<file path="src/rtl/inst_fetch_unit_if.sv">
// Instruction-memory request/response bus between the fetch unit and imem.
// Requests are a valid/ready handshake. Responses come back in order with
// no backpressure.
interface inst_fetch_unit_if;
  logic        imem_req;
  logic [31:0] imem_addr;
  logic        imem_ready;
  logic        imem_rvld;
  logic [31:0] imem_rdata;

  modport master (
    output imem_req, imem_addr,
    input  imem_ready, imem_rvld, imem_rdata
  );

  modport slave (
    input  imem_req, imem_addr,
    output imem_ready, imem_rvld, imem_rdata
  );
endinterface

</file>
<file path="src/rtl/inst_fetch_unit.sv">
// RV32I fetch front end.
// - Issues sequential fetches into an instruction buffer, throttled by credits.
// - Predecodes each response for static BTFN/JAL redirects.
// - Drops responses that belong to a squashed path, after a redirect or an ALU flush.
module inst_fetch_unit #(
  parameter logic [31:0] RESET_PC   = 32'h0000_0000,
  parameter int          FIFO_DEPTH = 2,
  parameter bit          BTFN_EN    = 1'b1
) (
  input  logic                      CLK,
  input  logic                      RSTN,
  inst_fetch_unit_if.master         imem,
  input  logic                      alu_flush,
  input  logic [31:0]               alu_flush_pc,
  input  logic                      nop_insert,
  input  logic                      lsu_ready,
  output logic [31:0]               inst,
  output logic [31:0]               inst_pc,
  output logic                      inst_taken,
  output logic                      inst_vld
);

  localparam int          AW      = $clog2(FIFO_DEPTH);
  localparam int          CW      = $clog2(FIFO_DEPTH + 1);
  localparam logic [CW:0] DEPTH_C = (CW+1)'(FIFO_DEPTH);
  localparam logic [31:0] NOP     = 32'h0000_0013;

  typedef struct packed {
    logic [31:0] rdata;
    logic [31:0] pc;
    logic        taken;
  } fq_ent_t;

  // Architectural fetch state.
  logic [31:0]   fetch_pc_q, fetch_pc_d;
  logic [CW-1:0] out_q, out_d;     // requests accepted but not yet answered
  logic [CW-1:0] drop_q, drop_d;   // answers still owed to a squashed path

  // Instruction buffer.
  fq_ent_t       fifo_q [FIFO_DEPTH];
  logic [AW-1:0] wr_q, wr_d, rd_q, rd_d;
  logic [CW-1:0] cnt_q, cnt_d;

  // PC queue: one entry per outstanding request, including squashed ones.
  // It is never flushed, so it stays aligned with the in-order responses.
  logic [31:0]   pq_q [FIFO_DEPTH];
  logic [AW-1:0] pq_wr_q, pq_wr_d, pq_rd_q, pq_rd_d;

  logic          stall, pop, push, rsp, acc, pred, req;
  logic          is_jal, is_bwd;
  logic [31:0]   rd_w, rsp_pc, immj, immb, target;
  logic [CW:0]   occ;
  fq_ent_t       head, ent;

  // Decode-side view, predecode, and the issue decision.
  always_comb begin
    stall      = nop_insert | ~lsu_ready;
    head       = fifo_q[rd_q];
    inst_vld   = (cnt_q != '0);
    inst       = inst_vld ? head.rdata : NOP;
    inst_pc    = inst_vld ? head.pc    : 32'h0;
    inst_taken = inst_vld & head.taken;
    pop        = inst_vld & ~stall & ~alu_flush;

    rsp    = imem.imem_rvld;
    rd_w   = imem.imem_rdata;
    rsp_pc = pq_q[pq_rd_q];
    push   = rsp & ~alu_flush & (drop_q == '0);

    immj   = {{11{rd_w[31]}}, rd_w[31], rd_w[19:12], rd_w[20], rd_w[30:21], 1'b0};
    immb   = {{19{rd_w[31]}}, rd_w[31], rd_w[7], rd_w[30:25], rd_w[11:8], 1'b0};
    is_jal = (rd_w[6:0] == 7'b1101111);
    is_bwd = (rd_w[6:0] == 7'b1100011) & rd_w[31];
    pred   = BTFN_EN & push & (is_jal | is_bwd);
    target = (rsp_pc + (is_jal ? immj : immb)) & ~32'h3;

    ent.rdata = rd_w;
    ent.pc    = rsp_pc;
    ent.taken = pred;

    // Buffer entries plus in-flight requests must fit the buffer. A slot
    // freed by this cycle's pop can be reused at once.
    occ = {1'b0, cnt_q} + {1'b0, out_q} - {{CW{1'b0}}, pop};
    req = RSTN & ~alu_flush & ~pred & (occ < DEPTH_C);
    acc = req & imem.imem_ready;

    imem.imem_req  = req;
    imem.imem_addr = fetch_pc_q;
  end

  // Next-state logic. A flush overrides a redirect, and a redirect overrides sequential fetch.
  always_comb begin
    fetch_pc_d = fetch_pc_q;
    out_d      = out_q + CW'(acc) - CW'(rsp);
    drop_d     = drop_q;
    wr_d       = wr_q;
    rd_d       = rd_q;
    cnt_d      = cnt_q;
    pq_wr_d    = acc ? pq_wr_q + AW'(1) : pq_wr_q;
    pq_rd_d    = rsp ? pq_rd_q + AW'(1) : pq_rd_q;

    if (alu_flush) begin
      fetch_pc_d = alu_flush_pc & ~32'h3;
      drop_d     = out_q - CW'(rsp);
      rd_d       = wr_q;
      cnt_d      = '0;
    end else begin
      if (pred) begin
        // Everything issued behind the taken instruction is on the wrong path.
        fetch_pc_d = target;
        drop_d     = out_q - CW'(1);
      end else if (acc) begin
        fetch_pc_d = fetch_pc_q + 32'd4;
      end
      if (rsp && drop_q != '0) drop_d = drop_q - CW'(1);
      if (push) wr_d = wr_q + AW'(1);
      if (pop)  rd_d = rd_q + AW'(1);
      cnt_d = cnt_q + CW'(push) - CW'(pop);
    end
  end

  // Control registers, async reset.
  always_ff @(posedge CLK or negedge RSTN) begin
    if (!RSTN) begin
      fetch_pc_q <= RESET_PC & ~32'h3;
      out_q      <= '0;
      drop_q     <= '0;
      wr_q       <= '0;
      rd_q       <= '0;
      cnt_q      <= '0;
      pq_wr_q    <= '0;
      pq_rd_q    <= '0;
    end else begin
      fetch_pc_q <= fetch_pc_d;
      out_q      <= out_d;
      drop_q     <= drop_d;
      wr_q       <= wr_d;
      rd_q       <= rd_d;
      cnt_q      <= cnt_d;
      pq_wr_q    <= pq_wr_d;
      pq_rd_q    <= pq_rd_d;
    end
  end

  // Data storage. No reset is needed, because valid bits are held in the counters.
  always_ff @(posedge CLK) begin
    if (push) fifo_q[wr_q]  <= ent;
    if (acc)  pq_q[pq_wr_q] <= fetch_pc_q;
  end

endmodule

</file>
<file path="src/flat_wrapper.sv">
// flat-port wrapper written by rule: the top's interface ports become plain ports
module inst_fetch_unit_flat 
#(
  parameter logic [31:0] RESET_PC   = 32'h0000_0000,
  parameter int          FIFO_DEPTH = 2,
  parameter bit          BTFN_EN    = 1'b1
)
  (CLK, RSTN, alu_flush, alu_flush_pc, nop_insert, lsu_ready, inst, inst_pc, inst_taken, inst_vld, imem_imem_req, imem_imem_addr, imem_imem_ready, imem_imem_rvld, imem_imem_rdata);
  inst_fetch_unit_if imem_i ();
  input  logic CLK;
  input  logic RSTN;
  input  logic alu_flush;
  input  logic [31:0] alu_flush_pc;
  input  logic nop_insert;
  input  logic lsu_ready;
  output logic [31:0] inst;
  output logic [31:0] inst_pc;
  output logic inst_taken;
  output logic inst_vld;
  output wire logic [$bits(imem_i.imem_req)-1:0] imem_imem_req;
  output wire logic [$bits(imem_i.imem_addr)-1:0] imem_imem_addr;
  input wire logic [$bits(imem_i.imem_ready)-1:0] imem_imem_ready;
  input wire logic [$bits(imem_i.imem_rvld)-1:0] imem_imem_rvld;
  input wire logic [$bits(imem_i.imem_rdata)-1:0] imem_imem_rdata;
  assign imem_imem_req = imem_i.imem_req;
  assign imem_imem_addr = imem_i.imem_addr;
  assign imem_i.imem_ready = imem_imem_ready;
  assign imem_i.imem_rvld = imem_imem_rvld;
  assign imem_i.imem_rdata = imem_imem_rdata;
  inst_fetch_unit #(.RESET_PC(RESET_PC), .FIFO_DEPTH(FIFO_DEPTH), .BTFN_EN(BTFN_EN)) u_core (.CLK(CLK), .RSTN(RSTN), .imem(imem_i), .alu_flush(alu_flush), .alu_flush_pc(alu_flush_pc), .nop_insert(nop_insert), .lsu_ready(lsu_ready), .inst(inst), .inst_pc(inst_pc), .inst_taken(inst_taken), .inst_vld(inst_vld));
endmodule
</file>
<file path="config.mk">
export PLATFORM = sky130hd
export DESIGN_NAME = inst_fetch_unit_flat
export DESIGN_NICKNAME = d
export VERILOG_FILES = /design/src/rtl/inst_fetch_unit_if.sv /design/src/rtl/inst_fetch_unit.sv /design/src/flat_wrapper.sv
export SDC_FILE = /design/constraint.sdc
export NUM_CORES = 1
export LEC_CHECK = 0
export CELL_PAD_IN_SITES_DETAIL_PLACEMENT = 0
export CELL_PAD_IN_SITES_GLOBAL_PLACEMENT = 2
export CORE_ASPECT_RATIO = 1.4
export CORE_MARGIN = 4
export CORE_UTILIZATION = 33
export DETAILED_ROUTE_END_ITERATION = 8
export PLACE_DENSITY_LB_ADDON = 0.1
export SLEW_MARGIN = 20
export SYNTH_ARGS = -nofsm -noshare
export SYNTH_HDL_FRONTEND = slang
export SYNTH_SLANG_ARGS = --single-unit
</file>
<file path="constraint.sdc">
create_clock -name CLK -period 4.8 [get_ports CLK]
set_input_delay 0.48 -clock CLK [delete_from_list [all_inputs] [get_ports CLK]]
set_output_delay 0.48 -clock CLK [all_outputs]
set_load 0.05 [all_outputs]
</file>
; After elaboration in Yosys (flattened, before gate mapping)
; Memory sizes are Yosys's and may differ from the RTL's.
; Index checks and enable logic that the tools add are counted.
[word_totals]
regBits = 42
ramBits = 194
out_inout_bits = 99
word_cells = 69
mem_count = 2
[op_classes]
add_sub_neg = 15
order_cmp = 1
n_eq_ne = 2
muxes = 16
bitwise_logic = 17
reduce_logical = 8
[mem_list]
columns = name, words, width, rd, rd_ports_with_merged_regs, wr, line_no
row1 = u_core.fifo_q, 2, 65, 1, 0, 1, inst_fetch_unit.sv:40  ; fq_ent_t fifo_q [FIFO_DEPTH];
row2 = u_core.pq_q, 2, 32, 1, 0, 1, inst_fetch_unit.sv:46  ; logic [31:0] pq_q [FIFO_DEPTH];
[op_table]
columns = op, count
row1 = 32-bit 2-to-1 mux, 5
row2 = "32-bit by 3-bit adder with 32-bit output, second input constant", 1
row3 = 32-bit adder, 1
row4 = 20-bit 2-to-1 mux, 1
row5 = "7-bit equality test, second input constant", 2
row6 = 1-bit AND, 11
row7 = 2-bit 2-to-1 mux, 4
row8 = 1-bit 2-to-1 mux, 6
row9 = 2-bit nonzero test, 3
row10 = 3-bit nonzero test, 2
row11 = 2-bit by 1-bit subtractor with 2-bit output, 3
row12 = "1-bit adder, second input constant", 4
row13 = 2-bit by 1-bit adder with 2-bit output, 2
row14 = 1-bit NOT, 4
row15 = "2-bit by 1-bit subtractor with 2-bit output, second input constant", 2
row16 = 2-bit by 2-bit adder with 3-bit output, 1
row17 = "3-bit by 2-bit less-than comparator with 1-bit output, second input constant", 1
row18 = 3-bit by 1-bit subtractor with 3-bit output, 1
row19 = 2-bit zero test, 1
row20 = 1-bit bitwise OR, 2
row21 = 2-bit AND reduction, 1
row22 = 1-bit logical AND, 1

; Longest topological paths before layout
; Gate-level depths: netlist (run 1).
[logic_depth]
word_depth = 12
mapped_depth = 16
depth_no_buf = 14

; Worst setup path before layout (run 1)
; Ideal clock, no wire load.
[synth_timing]
kind = input port to flip-flop
start = input alu_flush
end = memory u_core.pq_q[0][10] (enable)
setup_time_ns = 0.454
arrival_ns = 4.513
t_required_ns = 4.346
path_slack_ns = -0.167
path_stages = 7
n_path_buf = 1
cell_sequence = clkbuf_1 -> nor4b_1 -> ha_1 -> nor2_1 -> fa_1 -> nand4b_1 -> nor3_1
[synth_between]
elab_chain_cells = 10
elab_cells_between_ends = 14
[synth_lines]
columns = item, line_no
row1 = "start, declared", flat_wrapper.sv:12  ; input logic alu_flush;
row2 = 1-bit NOT (no line) (*), n/a
row3 = branches (longest 5 deep; another with 3-bit by 1-bit subtractor with 3-bit output), n/a
row4 = 1-bit AND (*), inst_fetch_unit.sv:84  ; req = RSTN & ~alu_flush & ~pred & (occ < DEPTH_C);
row5 = 1-bit AND (*), inst_fetch_unit.sv:85  ; acc = req & imem.imem_ready;
row6 = 1-bit 2-to-1 mux (*), inst_fetch_unit.sv:148  ; if (acc) pq_q[pq_wr_q] <= fetch_pc_q;
row7 = 1-bit 2-to-1 mux (implied by the code) (*), inst_fetch_unit.sv:148
row8 = "end, declared", inst_fetch_unit.sv:46
; Mark *: on every way between the ends.

; Worst setup path in the final report (run 1)
[layout_timing]
start = input imem_imem_rdata[6]
end = register u_core.fetch_pc_q[25] (netlist: u_core.imem.imem_addr[25])
[layout_between]
elab_chain_cells = 9
elab_cells_between_ends = 14
[layout_lines]
columns = item, line_no
row1 = "start, declared", flat_wrapper.sv:24  ; input wire logic [$bits(imem_i.imem_rdata)-1:0] imem_imem_rdata;
row2 = branches (longest 9 deep; another with 32-bit adder), n/a
row3 = "end signal, assigned", inst_fetch_unit.sv:125  ; fetch_pc_q <= RESET_PC & ~32'h3;
row4 = "end signal, assigned", inst_fetch_unit.sv:134  ; fetch_pc_q <= fetch_pc_d;
row5 = "end, declared", inst_fetch_unit.sv:35  ; logic [31:0] fetch_pc_q, fetch_pc_d;
; Parallel ways; which one is timed is not known.
; A chain may end at the register's enable or synchronous reset.

==> impl.org, run 1 <==
** Status
- The run finished with clean final reports.

** STA
- The count of final max-slew check failures was 0.
- RSZ-0062 raised after global routing :: no
- For the pin with the worst max-slew slack, the measured transition is between 0.7 and 0.8 ns.
- The number of hold violations in the final report was 0.
- In the final timing run, aggregate negative setup slack is 0 ns.
- On the final layout, the worst clock skew is 0.0166 ns.
- # setup viols final :: 0
- Subtracting the final worst setup slack from the clock period gives 3.97 ns.
- Fmax :: 252 MHz
- After layout, the worst path uses 82.7% of the clock period.
- Headroom to the max-slew limit came out at 48.6%.

** Yosys
- In this run the mean area of a mapped cell was 12.4 sq um.
- Number of flops mapped to enable cells by yosys :: 186
- After synthesis the cells add up to 0.0114 sq mm.
- After synthesis, the share of flip-flops with an asynchronous set or reset is 17.7%.
- In the post-synthesis netlist, the cell with the most instances is edfxtp_1.
- Sorting the synthesized cells by area gives the leading types as edfxtp_1, dfrtp_1, mux2i_1, ha_1, nor2_1.
- After synthesis, the most frequently instantiated cells are edfxtp_1, nor2_1, mux2i_1.
- Number of storage elements in the synthesis netlist :: 226
- Sequential elements use 57.9% of the synthesized area.
- The synthesized design spends more area on one cell type than any other, namely edfxtp_1.
- Number of warnings issued by yosys :: 0
- Counting distinct cell types in the post-synthesis netlist gives 72.
- The top cell type by area accounts for 49.1% of the synthesized area.
- Predominant post-synthesis flop cell :: edfxtp_1
- Syn Inst Count :: 921

** Clocking
- In this run the number of H-tree levels came out at 1.
- The longest clock path from root to sink contains 3 buffers.
- Clock slew at reported path FFs :: 0.06 ns
- Hold repair after CTS inserted 0 buffers.
- The number of gates resized after CTS was 0.
- Buffers inserted during clock tree synthesis total 25.
- In this run the clock root is driven by a clkbuf_16.
- Clock tree from TritonCTS :: done
- Clock insertion delay at the later pin of the skew report :: about 0.53 ns
- Number of buffers added for setup after CTS :: 0
- The tree built by TritonCTS fans out to 226 sinks.

** Placement
- After legalization and detailed placement, the total HPWL measured 22600 microns.
- During placement, the flow inserted port buffers numbering 163.
- Placed cells :: about 1.5k
- At the end of routability-driven placement, the weighted congestion stood at about 0.78.

** Global route
- The initial antenna violation count came to 0.
- First-pass GRT wire length :: 47600 microns
- Overall routing resource usage :: between 10% and 20%
- Aggregate global routing overflow :: 0
- Entering global routing, the biggest net connects 62 pins.
- The via count of the first global-routing pass is 7900.

** Floorplanning
- The total area inside the core boundary comes to 0.0340 sq mm.
- Width of the die :: 165 microns
- The floorplan has 80 rows.
- 170 I/O pins were placed.
- The die is 228 microns tall.
- Area enclosed by the die boundary :: 0.0375 sq mm
- Initial Util :: 33.4%

** Pwr
- IR analysis of the VDD net gives a maximum drop of roughly 200 uV.
- Power density over the cells :: 497 mW/mm^2
- Summed over all cells, the static leakage comes to 5.35 nW.

** Critical path
- Nature of the critical path startpoint :: primary input
- STA classifies the critical path endpoint as a flop.
- Worst endpoint required time :: 5.21 ns
- By startpoint and endpoint, the worst setup path is classified as primary input to flop.
- STA puts the critical path data arrival time at 4.38 ns.
- Reg2reg path depth :: 11
- In this run the worst path has a maximum fanout of 13.

** Routing
- For this block, the routed nets add up to 31600 microns of wire.
- The detailed router finished its first iteration with slightly above 400 violations.
- After detailed routing, the average wire length per cell comes to 20.3 microns.
- Number of vias per cell :: 4.91
- The routed layout has about 7.6k vias.
- Post-route DRC :: 0
- First-pass iteration count of the detailed router :: 5
- In this run the remaining antenna-violating nets after routing total 0.

** Min path
- In this run the worst hold path is classified as primary input to async pin.

** Cells and area
- Area Overhead vs Synth :: 26.5%
- Share of final-layout standard cells stronger than drive strength 1 :: 11.1%
- The repair_antennas step left the layout with diodes totalling 0.
- In the final design database the tool counted 1199 nets.
- Fill cells in the final layout number 3288.
- Non-filler instance count after layout :: between 1.5k and 2k

** Run
- Across the run, the number of max-cap violations was 0.
==> critical path, cell delays in order <==
cell,delay [ns]
clkdlybuf4s50_1,0.49
nor2b_1,0.14
nand4_1,0.13
nor2_1,0.20
buf_12,0.17
mux2_2,0.37
fa_1,0.43
a21oi_1,0.24
and2b_1,0.25
o311ai_4,0.26
a21boi_2,0.19
o211ai_1,0.40
a21oi_1,0.14
mux2i_1,0.14
a221o_1,0.33
==> kinds of logic after synthesis <==
| logic type | share of synthesized area (%) |
|---|---|
| compound gates | 10.8 |
| flops | 57.9 |
| mux | 9.44 |
| xor+xnor | 4.54 |
| buf+inv | 2.46 |
| simple gates | 10.3 |
| fa+ha+maj | 4.53 |
| other cells | 0.0330 |
==> report_power, final <==
group,internal [W],switching [W],total (W)
Combinational,0.00106,0.00158,0.00264
Clock,0.00106,0.000776,0.00184
Sequential,0.00239,0.000293,0.00268
Total,0.00451,0.00265,0.00716
==> through the flow <==
stage / setup WS (ns) / instance area (sq um) / hold slack [ns] / power [W] / utilization [%]
2_1_floorplan: 0.623 / 11400 / 0.184 / 0.00450 / -
3_3_place_gp: 0.346 / 13600 / 0.524 / 0.00538 / 40.0
3_5_place_dp: 0.326 / 13600 / 0.527 / 0.00540 / 40.0
4_1_cts: 0.891 / 14400 / 0.138 / 0.00728 / 42.3
5_1_grt: 0.590 / 14400 / 0.156 / 0.00756 / 42.3
6_report: 0.832 / 14400 / 0.109 / 0.00716 / 42.3
==> worst paths after layout <==
kind / to / startpoint / slack (ns)
worst max-delay path: u_core.imem.imem_addr[25] / imem_imem_rdata[6] / 0.83
worst min-delay path: u_core.imem.imem_addr[26] / RSTN / 0.11
worst max register to register: u_core.imem.imem_addr[31] / u_core.pq_rd_q / 0.98
worst min register to register: u_core.pq_wr_q / u_core.pq_wr_q / 0.54
max in group asynchronous: u_core.rd_q / RSTN / 4.22
min in group CLK: u_core.rd_q / alu_flush / 0.42
==> layout make-up <==
class	instances	area [sq um]	share of cell area [%]
Clock buffer	27	633	4.40
Tap cell	451	564	3.92
Multi-Input combinational cell	631	4550	31.6
Inverter	18	67.6	0.469
Timing Repair Buffer	186	1840	12.8
Clock inverter	18	146	1.02
Sequential cell	226	6590	45.8
==> flip-flops by register name (all words and copies together) (netlist names) <==
register               count
u_core.out_q               2
u_core.fifo_q            126
u_core.pq_wr_q             1
u_core.pq_rd_q             1
u_core.drop_q              2
u_core.rd_q                1
u_core.imem.imem_addr     30
u_core.cnt_q               2
u_core.pq_q               60
u_core.wr_q                1
==> placed cells by master, fill, tap and decap left out, drive strengths merged, types with 9 or more instances in the layout <==
master	synthesis	layout
inv	18	21
clkdlybuf4s50	0	160
clkbuf	32	27
nor2	117	117
nand2	53	53
xnor2	35	35
dfrtp	40	40
a21oi	47	47
ha	38	38
nor3	11	11
clkinv	0	11
nand4	10	10
mux2i	69	69
mux2	34	34
a211oi	10	10
edfxtp	186	186
nor2b	9	9
nand3	18	18
o21ai	25	25
a21o	33	33
xor2	24	24
buf	18	26
==> per-layer routing <==
| layer | track usage [%] | wire, microns | vias to the layer above |
|---|---|---|---|
| met3 | 2.45 | 1480 | 43 |
| met4 | 4.32 | 643 | 0 |
| met5 | 0 | 0 | - |
| li1 | - | - | 3736 |
| met1 | 22.3 | 14100 | 3682 |
| met2 | 28.4 | 15300 | 184 |
(Power assumes the default switching activity.)
==> run 2: changes to the inputs <==
Settings changed: CORE_UTILIZATION 33 to 37.
Clock period 4.8 ns to 4 ns, I/O delays scaled along.
==> run 2 against run 1 <==
Worst setup slack lost 0.48 ns. Wire length shrank 3.9%. Sequential power grew 19%. Via count grew 2.3%. Critical path type unchanged. Critical endpoint unchanged. Largest cell class unchanged.
==> impl.org, run 2 (same netlist as run 1, synthesis figures left out) <==
** Critical path
- Nature of the critical path startpoint :: primary input (unchanged)
- The required time at the worst-slack endpoint is 4.40 ns (was 5.21 ns).
- Critical register-to-register path startpoint :: u_core.pq_rd_q (unchanged)
- The capturing point of the worst reg2reg path was u_core.imem.imem_addr[26] (was u_core.imem.imem_addr[31]).
- Worst path arrival time :: 4.05 ns (was 4.38 ns)
- The top fanout value on the critical path is 5 (was 13).
- The sort of element at the end of the critical path is a flop (unchanged).
- Critical path class :: primary input to flop (unchanged)
- The cell depth of the worst flop-to-flop path is 11 (unchanged).
- R2r setup slk :: 0.43 ns (was 0.98 ns)

** Placement
- The final HPWL from detailed placement was 22000 microns (was 22600 microns).
- The weighted congestion reported at the end of routability-driven placement came to 0.833 (was 0.784).
- Placed cells :: 1482 (was 1512)
- The count of port buffers added during placement was 163 (unchanged).

** Floorplanning
- The area of the core region came to 0.0301 sq mm (was 0.0340 sq mm).
- Number of I/O pins :: 170 (unchanged)
- The floorplan die height came to 215 microns (was 228 microns).
- Initial Util :: 37.8% (was 33.4%)
- The floorplan die width came to 156 microns (was 165 microns).
- The die outline area was 0.0337 sq mm (was 0.0375 sq mm).
- FP Rows :: 75 (was 80)

** Routing
- Sum of met2 wire segment lengths after detailed routing :: 14800 microns (was 15300 microns)
- Post-route DRC :: 0 (unchanged)
- Met1 layer wirelength in the final routing :: 13700 microns (was 14100 microns)
- The iteration count of the initial detailed-routing pass was 4 (was 5).
- The DRC marker count from the first detailed-route iteration is 311 (was 404).
- The routed wire length was 30300 microns (was 31600 microns).
- The detailed-route via count was 7822 (was 7645).
- Number of vias per cell :: 5.13 (was 4.91)
- The average wire length per cell after detail routing came to 19.9 microns (was 20.3 microns).
- Met3 WL :: 1410 microns (was 1480 microns)
- Highest signal layer in the routed design :: met4 (unchanged)
- Number of nets still failing antenna checks after routing :: 0 (unchanged)

** Cells and area
- The flip-flop count of the largest register, all copies and words added was 126 (unchanged).
- Non-filler instance count after layout :: 1526 (was 1557)
- The relative area change from synthesis to final layout is 28.3% (was 26.5%).
- The count of inserted antenna diode cells was 0 (unchanged).
- Commonest non-fill, non-tap cell in the layout :: edfxtp_1 (unchanged)
- Most frequent cells in the layout: edfxtp_1, clkdlybuf4s50_1, nor2_1 (unchanged).
- The number of nets in the layout is 1235 (was 1199).
- The fraction of final layout cells sized beyond drive strength 1 came to 13.8% (was 11.1%).
- Top reg by flops :: u_core.fifo_q (unchanged)

** Global route
- Aggregate global routing overflow :: 0 (unchanged)
- Largest net degree at the start of global routing :: 62 (unchanged)
- Initial antenna violation count :: 0 (unchanged)
- First-pass GRT wire length :: 46400 microns (was 47600 microns)
- The via count of the first global-routing pass came to 7833 (was 7900).
- Overall routing resource usage :: 17.7% (was 16.7%)

** Clocking
- The post-cts sizing count is 0 (unchanged).
- Number of buffers added by the clock tree synthesis step :: 24 (was 25)
- The clock input transition at the sequential cells of the worst setup and hold paths is 0.06 ns (about the same).
- Maximum level of the CTS H-tree :: 1 (unchanged)
- Maximum count of clock buffers along a single path :: 3 (unchanged)
- Number of buffers added for setup after CTS :: 0 (unchanged)
- The number of hold buffers added after CTS is 1 (was 0).
- The CTS tree is done (unchanged).
- Clock Sinks :: 226 (unchanged)
- The clock root buffer master is clkbuf_16 (unchanged).
- Clock insertion delay at the later pin of the skew report :: 0.53 ns (about the same)

** Min path
- The worst hold path begins at alu_flush.
- The path category of the worst min-delay check is primary input to flop (was primary input to async pin).
- The worst hold path terminates at u_core.rd_q.
- Number of cells on the worst hold path :: 4

** STA
- Worst hold margin :: 0.372 ns (was 0.109 ns)
- RSZ-0062 raised after global routing :: no (unchanged)
- The number of setup violations in the final report came to 0 (unchanged).
- Dividing the final minimum period by the clock period gives 91.2%.
- Fmax :: 274 MHz
- Number of hold-slack violations in the final timing report :: 0 (unchanged)
- Slew at the pin closest to its max-slew limit :: 1.06 ns (was 0.771 ns)
- Final worst path period need :: roughly 3.6 ns
- The final total negative setup slack was 0 ns (unchanged).
- Layout Skew :: 0.0146 ns (was 0.0166 ns)
- Worst relative slew slack :: 28.9% (was 48.6%)
- The count of final max-slew check failures is 0 (unchanged).

** Pwr
- The power per cell area is 594 mW/mm^2 (was 497 mW/mm^2).
- The final total power came to 0.00867 W (was 0.00716 W).
- Sw Ratio :: 36.4% (was 37.0%)
- The static leakage is 5.53 nW (was 5.35 nW).
- Switching Power :: 0.00316 W (was 0.00265 W)
- The worst voltage drop across the vdd grid is 318 uV (was 203 uV).
- The logic gate share of total power came to 38.3% (was 36.9%).
- The fraction of power consumed by sequential logic was 36.7% (was 37.5%).
- Internal Dissipation :: 0.00552 W (was 0.00451 W)
- Portion of total power attributed to the clock network :: 25.0% (was 25.7%)

** Status
- Outcome: completed (unchanged).

** Run
- The reported max-cap violation count was 0 (unchanged).
-- run 2: metal layers --
metal	track usage, %	up-vias
met1	24.7	3799
li1	-	3817
met3	2.40	29
met4	3.59	0
met5	0	-
met2	29.6	177
-- run 2: through the flow --
step | util [%] | setup slack [ns] | instance area, sq um
after floorplan | - | 0.0231 | 11400
after global placement | 45.9 | -0.128 | 13800
after detailed placement | 45.9 | -0.176 | 13800
after CTS | 48.5 | 0.366 | 14600
after global routing | 48.5 | 0.130 | 14600
final | 48.5 | 0.353 | 14600
-- run 2: area by class of cell --
cell class | instances | area (sq um)
fillers | 2791 | 15500
flip-flops and latches | 226 | 6590
multi-input cells | 631 | 4550
repair buffers | 223 | 2150
clock buffers | 31 | 648
well taps | 385 | 482
clock inverters | 12 | 114
inverters | 18 | 67.6
-- run 2: worst max path at each step --
stage                             startpoint                         to  slack, ns  depth (start not counted)
final                     imem_imem_rdata[6]  u_core.imem.imem_addr[25]       0.35                         15
after global placement    imem_imem_rdata[6]  u_core.imem.imem_addr[25]      -0.13                         15
after floorplan                    alu_flush         u_core.pq_q[0][10]       0.02                          7
after CTS                 imem_imem_rdata[6]  u_core.imem.imem_addr[25]       0.37                         15
after global routing      imem_imem_rdata[6]  u_core.imem.imem_addr[25]       0.13                         15
after detailed placement  imem_imem_rdata[6]  u_core.imem.imem_addr[25]      -0.18                         15
-- run 2: power by group through the flow --
stage                     logic (W)  registers (W)  clock network [W]
after floorplan             0.00209        0.00330                  0
after global placement      0.00334        0.00323                  0
after detailed placement    0.00334        0.00323                  0
after CTS                   0.00336        0.00318            0.00224
after global routing        0.00359        0.00322            0.00233
final                       0.00332        0.00318            0.00217
-- run 2: critical path: stages --
cell	delay, ns
clkdlybuf4s50_1	0.50
nor2b_1	0.14
nand4_1	0.13
nor2_1	0.12
buf_4	0.13
mux2_2	0.37
fa_1	0.42
a21oi_1	0.20
and2b_1	0.24
o311ai_4	0.26
a21boi_2	0.17
o211ai_1	0.36
a21oi_1	0.13
mux2i_1	0.14
a221o_1	0.33
